==> config.mk <==
export PLATFORM = sky130hd
export DESIGN_NAME = hub75_bcm_scan
export DESIGN_NICKNAME = d
export VERILOG_FILES = /design/src/rtl/hub75_bcm_scan.sv
export SDC_FILE = /design/constraint.sdc
export NUM_CORES = 1
export LEC_CHECK = 0
export CAP_MARGIN = 15
export CORE_ASPECT_RATIO = 1.25
export CORE_UTILIZATION = 43
export CTS_CLUSTER_DIAMETER = 150
export DETAILED_ROUTE_END_ITERATION = 8
export PLACE_DENSITY = 0.74
export SLEW_MARGIN = 10
export SYNTH_ARGS = -nofsm -noshare
export SYNTH_HDL_FRONTEND = slang
export SYNTH_SLANG_ARGS = --single-unit
==> constraint.sdc <==
create_clock -name clk -period 2.28 [get_ports clk]
set_input_delay 0.456 -clock clk [delete_from_list [all_inputs] [get_ports clk]]
set_output_delay 0.456 -clock clk [all_outputs]
set_load 0.01 [all_outputs]
==> src/rtl/hub75_bcm_scan.sv <==
// HUB75 1/32-scan bit-plane (BCM) driver: shifts one plane per row, latches it,
// then shows it for DISP_BASE<<plane cycles before moving to the next plane/row.
module hub75_bcm_scan #(
  parameter int WIDTH     = 64,
  parameter int ROW_BITS  = 5,
  parameter int BITS      = 4,
  parameter int DISP_BASE = 16,
  localparam int XW       = $clog2(WIDTH)
) (
  input  logic                  clk,
  input  logic                  rst_n,
  output logic [XW-1:0]         px_x,
  output logic [ROW_BITS-1:0]   px_y,
  input  logic [3*BITS-1:0]     px_rgb0,
  input  logic [3*BITS-1:0]     px_rgb1,
  output logic                  sclk,
  output logic                  latch,
  output logic                  blank,
  output logic [ROW_BITS-1:0]   addry,
  output logic [2:0]            rgb0,
  output logic [2:0]            rgb1,
  output logic                  frame_start
);

  function automatic int imax(int a, int b);
    return (a > b) ? a : b;
  endfunction

  localparam int SHOW_MAX = DISP_BASE << (BITS - 1);
  localparam int CW       = imax(XW + 2, $clog2(SHOW_MAX) + 1);
  localparam int BW       = (BITS > 1) ? $clog2(BITS) : 1;

  localparam logic [1:0] S_SHIFT = 2'd0;
  localparam logic [1:0] S_LATCH = 2'd1;
  localparam logic [1:0] S_SHOW  = 2'd2;

  localparam logic [CW-1:0] SHIFT_LAST = CW'(2 * WIDTH + 1);
  localparam logic [CW-1:0] SAMP_END   = CW'(2 * WIDTH);

  logic [1:0]          state, state_n;
  logic [CW-1:0]       cnt, cnt_n, show_last;
  logic [BW-1:0]       b, b_n;
  logic [ROW_BITS-1:0] r, r_n;
  logic                last_plane, samp, sclk_n, fs_n;
  logic [2:0]          sel0, sel1;

  assign show_last  = CW'((DISP_BASE << b) - 1);
  assign last_plane = (b == BW'(BITS - 1));

  always_comb begin
    state_n = state;
    cnt_n   = cnt + 1'b1;
    b_n     = b;
    r_n     = r;
    case (state)
      S_SHIFT: if (cnt == SHIFT_LAST) begin
        state_n = S_LATCH;
        cnt_n   = '0;
      end
      S_LATCH: begin
        state_n = S_SHOW;
        cnt_n   = '0;
      end
      S_SHOW: if (cnt == show_last) begin
        state_n = S_SHIFT;
        cnt_n   = '0;
        if (last_plane) begin
          b_n = '0;
          r_n = r + 1'b1;
        end else begin
          b_n = b + 1'b1;
        end
      end
      default: begin
        state_n = S_SHIFT;
        cnt_n   = '0;
      end
    endcase
  end

  // Pixel x requested at k=2x arrives at k=2x+1; capture it there so the
  // shift edge (sclk high at k=2x+3) sits in the middle of a two-cycle data eye.
  assign samp   = (state == S_SHIFT) && cnt[0] && (cnt < SAMP_END);
  assign sclk_n = (state_n == S_SHIFT) && cnt_n[0] && (cnt_n >= CW'(3));
  assign fs_n   = (state_n == S_SHOW) && (cnt_n == show_last) && (&r) && last_plane;

  for (genvar c = 0; c < 3; c++) begin : g_ch
    logic [BITS-1:0] ch0, ch1;
    assign ch0     = px_rgb0[c*BITS +: BITS];
    assign ch1     = px_rgb1[c*BITS +: BITS];
    assign sel0[c] = ch0[b];
    assign sel1[c] = ch1[b];
  end

  assign px_x = (state == S_SHIFT) ? cnt[XW:1] : '0;
  assign px_y = r;

  always_ff @(posedge clk or negedge rst_n) begin
    if (!rst_n) begin
      state       <= S_SHIFT;
      cnt         <= '0;
      b           <= '0;
      r           <= '0;
      blank       <= 1'b1;
      latch       <= 1'b0;
      sclk        <= 1'b0;
      addry       <= '0;
      rgb0        <= '0;
      rgb1        <= '0;
      frame_start <= 1'b0;
    end else begin
      state       <= state_n;
      cnt         <= cnt_n;
      b           <= b_n;
      r           <= r_n;
      blank       <= (state_n != S_SHOW);
      latch       <= (state_n == S_LATCH);
      sclk        <= sclk_n;
      frame_start <= fs_n;
      if (state_n == S_LATCH) addry <= r;
      if (samp) begin
        rgb0 <= sel0;
        rgb1 <= sel1;
      end
    end
  end

endmodule
# Yosys cells after proc, flatten, opt, wreduce, memory -nomap -nowiden
# Index checks and enable logic that the tools add are counted.
dict set report word_totals {
  regBits 32
  inputBits 26
  output_inout_bits 26
  word_cells 60
}
dict set report classes {
  addsub 4
  order_cmp 3
  n_eq_ne 9
  shifts 1
  mux 20
  reduce_logical 12
}
# operator count
set op_table {}
lappend op_table {{8-bit == test} 2}
lappend op_table {{8-bit two-way mux} 2}
lappend op_table {{8-bit one-hot mux with 2 select lines} 1}
lappend op_table {{1-bit binary-select mux with 2-bit select} 6}
lappend op_table {{8-bit by 1-bit adder with 8-bit output (second input constant)} 1}
lappend op_table {{8-bit == test (second input constant)} 1}
lappend op_table {{8-bit by 2-bit greater-or-equal comparator with 1-bit output (second input constant)} 1}
lappend op_table {{8-bit < comparator (second input constant)} 1}
lappend op_table {{5-bit by 2-bit left shift with 8-bit output (first input constant)} 1}
lappend op_table {{8-bit by 2-bit subtractor with 8-bit output (second input constant)} 1}
lappend op_table {{1-bit logical AND} 7}
lappend op_table {{2-bit == test (second input constant)} 3}
lappend op_table {{1-bit two-way mux} 6}
lappend op_table {{2-bit two-way mux} 3}
lappend op_table {{6-bit two-way mux} 1}
lappend op_table {{2-bit one-hot mux with 3 select lines} 1}
lappend op_table {{5-bit by 1-bit adder with 5-bit output (second input constant)} 1}
lappend op_table {{5-bit AND reduction} 1}
lappend op_table {{2-bit by 1-bit == test with 1-bit output (second input constant)} 2}
lappend op_table {{2-bit logical NOT} 2}
lappend op_table {{2-bit by 3-bit < comparator with 1-bit output (second input constant)} 1}
lappend op_table {{3-bit AND reduction} 1}
lappend op_table {{2-bit by 1-bit adder with 2-bit output (second input constant)} 1}
lappend op_table {{2-bit inequality test (second input constant)} 1}
lappend op_table {{2-bit AND reduction} 1}

# Depth between registers and ports, before layout
dict set report logic_depth {
  word_depth 9
  mapped_depth 7
  depth_no_buf 6
}

# Worst setup path before layout
# No wires, ideal clock.
dict set report synth_path {
  path_type {register -> register}
  from {register b[0]}
  to {register b[0]}
  setup_time_ps 125
  t_arrival_ps 2313
  required_ps 2155
  slack_ps -159
  stages_incl_launch_ff 8
  n_path_buf 1
  synth_period_minus_slack_ps 2439
  path_cell_list {dfrtp_1 > clkbuf_1 > inv_1 > ha_1 > xor3_2 > nand2_4 > or3_4 > mux2_4}
}
dict set report synth_between {
  elab_chain_len 4
  word_cells_on_any_way 7
  cone_classes {add/sub (2); eq/ne (2); shift (1); mux (1); reduce/logical (1)}
}
# item line_no
set synth_rtl {}
lappend synth_rtl {{from (decl)} 42} ;# logic [BW-1:0] b, b_n;
lappend synth_rtl {{from (signal assigned)} 114} ;# b <= b_n;
lappend synth_rtl {{5-bit by 2-bit left shift with 8-bit output} 47} ;# assign show_last = CW'((DISP_BASE << b) - 1);
lappend synth_rtl {{8-bit by 2-bit subtractor with 8-bit output} 47}
lappend synth_rtl {{8-bit == test} 64} ;# S_SHOW: if (cnt == show_last) begin
lappend synth_rtl {{2-bit AND reduction (no source line)} -}
# Parallel ways exist; a longest one is shown, timed or not.
# A chain may end at the register's enable or synchronous reset.

# Worst setup path after layout
dict set report layout_path {
  from {register state[1]}
  to {output px_x[5]}
}
dict set report layout_between {
  elab_chain_len 2
}
# item line_no
set layout_rtl {}
lappend layout_rtl {{from (decl)} 40} ;# logic [1:0] state, state_n;
lappend layout_rtl {{from (signal assigned)} 112} ;# state <= state_n;
lappend layout_rtl {{2-bit logical NOT} 95} ;# assign px_x = (state == S_SHIFT) ? cnt[XW:1] : '0;
lappend layout_rtl {{6-bit two-way mux} 95}
lappend layout_rtl {{to (decl)} 12} ;# output logic [XW-1:0] px_x,
# No other way between the ends.

==> results.sh <==
export IMPL_antenna_found_initial=0
export IMPL_postCtsSetupBuffers=0
export IMPL_layout_nets=254
export IMPL_max_vdd_ir_drop_uv=370
export IMPL_cts_tree="yes"
export IMPL_boundaryPins=52
export IMPL_tns_ps=0
export IMPL_mostFrequentLayoutCells="51 x clkdlybuf4s50_1, 30 x dfrtp_1, 14 x nor2_1"
export IMPL_critPathCaptureType="output pin"
export IMPL_final_common_cell="clkdlybuf4s50_1"
export IMPL_drc=0
export IMPL_worst_slew_pin_slew_ps=558
export IMPL_multi_input_area_mm2=0.00104
export IMPL_synth_top_area_cell="dfrtp_1"
export IMPL_vias=1473
export IMPL_htree_levels=2
export IMPL_drtAntennaViolNets=0
export IMPL_dr_wl_met3_um=228
export IMPL_yosys_area_top_type_share=0.405
export IMPL_max_slew_margin=0.626
export IMPL_dieArea_mm2=0.00472
export IMPL_setup_viol=0
export IMPL_worstPathMaxFanout=6
export IMPL_worstRegToRegCells=6
export IMPL_rows=26
export IMPL_cts_root_buf="clkbuf_8"
export IMPL_grtUsageTotal=0.193
export IMPL_syn_nets=197
export IMPL_grt_pass1_vias=1534
export IMPL_clock_latency_ps=280
export IMPL_clk_pin_slew_ps=70
export IMPL_routed_top_layer="met4"
export IMPL_layout_min_cycle_time_ps=2120
export IMPL_synth_area_mm2=0.00191
export IMPL_critical_path_class="reg2out"
export IMPL_fin_util=0.631
export IMPL_grt_max_degree=33
export IMPL_start_util=0.460
export IMPL_cp_arrival_ps=1670
export IMPL_wl_per_cell_um=15.3
export IMPL_layout_drive_gt1_share=0.204
export IMPL_finalPower_uw=1180
export IMPL_cts_buffers=5
export IMPL_finClkSkew_ps=7.10
export IMPL_fmax_ghz=0.471
export IMPL_place_congestion=0.847
export IMPL_outcome="completed"
export IMPL_synthTopCellsByArea="dfrtp_1 41%, mux2_2 7.6%, mux4_2 7.1%"
export IMPL_die_width_um=61.7
export IMPL_finalHoldViolations=0
export IMPL_areaGrowthSynthToFinish_pct=37.3
export IMPL_worstSetupStartpointType="flop"
export IMPL_firstDrtPassIters=4
export IMPL_hold_depth=1
export IMPL_core_mm2=0.00416
export IMPL_yosys_warnings=0
export IMPL_finalMaxSlewViolations=0
export IMPL_cts_buffer_depth=2
export IMPL_rsz0062_at_grt="no"
export IMPL_overflow=0
export IMPL_synth_seq_area_share=0.419
export IMPL_port_buffers=51
export IMPL_stdcell_count=277
export IMPL_die_h_um=76.6
export IMPL_initialDrtViolationCount=44
export IMPL_powerDensity_mw_per_mm2=450
export IMPL_fin_crit_sh=0.932
export IMPL_filler_cell_count=358
export IMPL_finalWirelength_mm=4.23
export IMPL_postSynthAreaPerCell_um2=11.7
export IMPL_ys_ff_latch=32
export IMPL_yosysUniqueCellTypes=41
export IMPL_hold_class="reg2reg"
export IMPL_cts_sinks=32
export IMPL_regArea_um2=803
export IMPL_p_leak_uw=0.00120
export IMPL_hpwl_mm=3.30
export IMPL_via_per_inst=5.32
export IMPL_antennaDiodeCount=0
export IMPL_critical_path_required_ps=1820
export IMPL_route_met2_wl_mm=2.25
export IMPL_cap_violations=0
export IMPL_dp_cells=269
export IMPL_grt_pass1_wl_mm=6.92
export IMPL_synthCells=163
export IMPL_wl_met1_mm=1.68
[logic make-up after synthesis]
| family | synth area share |
|---|---|
| fa+ha+maj | 0.0523 |
| flops | 0.419 |
| compound gates | 0.0588 |
| simple gates | 0.169 |
| mux | 0.163 |
| xor+xnor | 0.101 |
| buf+inv | 0.0373 |
[metal layers]
layer | global-route usage | vias to the layer above
li1 | - | 691
met1 | 0.240 | 722
met2 | 0.322 | 52
met3 | 0.0475 | 8
met4 | 0.0578 | 0
met5 | 0 | -
[timing repair]
action                                  4_1_cts  5_1_grt
endpoints found under the setup margin        0        1
hold endpoints to repair                      0        0
hold buffers                                  0        0
gates resized for setup                       0        2
[power by group]
part / internal [uW] / switching [uW] / total, uW
Clock: 323 / 203 / 526
Combinational: 57.7 / 23.9 / 81.6
Sequential: 573 / 2.50 / 576
Total: 954 / 229 / 1180
[sequential cells by signal (all words and copies together) (netlist names)]
name / flops
addry: 5
b: 2
blank: 1
cnt: 8
frame_start: 1
latch: 1
px_y: 5
rgb0: 3
rgb1: 3
sclk: 1
state: 2
[critical path, stage by stage, from the launching register on]
cell and delay (ps):
dfrtp_1 440, or2_4 310, nor2_1 100, clkdlybuf4s50_1 540
[final cells by class]
type,count,share of cell area
clock inverters,3,0.0162
well taps,56,0.0267
flip-flops and latches,32,0.306
multi-input cells,113,0.397
repair buffers,58,0.214
inverters,10,0.0143
clock buffers,5,0.0262
[metrics by stage]
stage               instance area [um^2]  setup WS (ps)  hold slack [ps]
floorplan                           1920           19.1              160
global placement                    2510            280              491
detailed placement                  2510            185              493
CTS                                 2630           46.7              510
global route                        2630           41.2              529
finish                              2630            155              508
[cell usage after synthesis (all sizes together)]
cell type  instances
nand4bb            1
inv               10
a211o              2
xnor2              6
mux4               6
o41ai              1
nand2              8
and2               5
buf                3
ha                 8
a221o              1
a31oi              1
xor3               1
clkbuf             5
a2111oi            1
dfstp              1
dfrtp             31
mux2              15
nor3b              1
nand3              5
a41oi              2
nand2b             1
nand4              2
nor3               2
or2                2
nor2b              2
a211oi             2
or4                2
nor2              14
or3                3
and4b              1
o211a              1
and3b              1
and3               4
and4               1
xnor3              2
xor2               8
nor4b              1
[worst paths after layout]
kind | startpoint | end | slack [ps]
max | state[1] | px_x[5] | 160
min in group asynchronous | rst_n | cnt[5] | 570
min reg2reg | rgb0[1] | rgb0[1] | 510
min | rgb0[1] | rgb0[1] | 510
max reg2reg | b[0] | cnt[3] | 190
max in group asynchronous | rst_n | blank | 1380
Power figures use the tool's default switching activity.
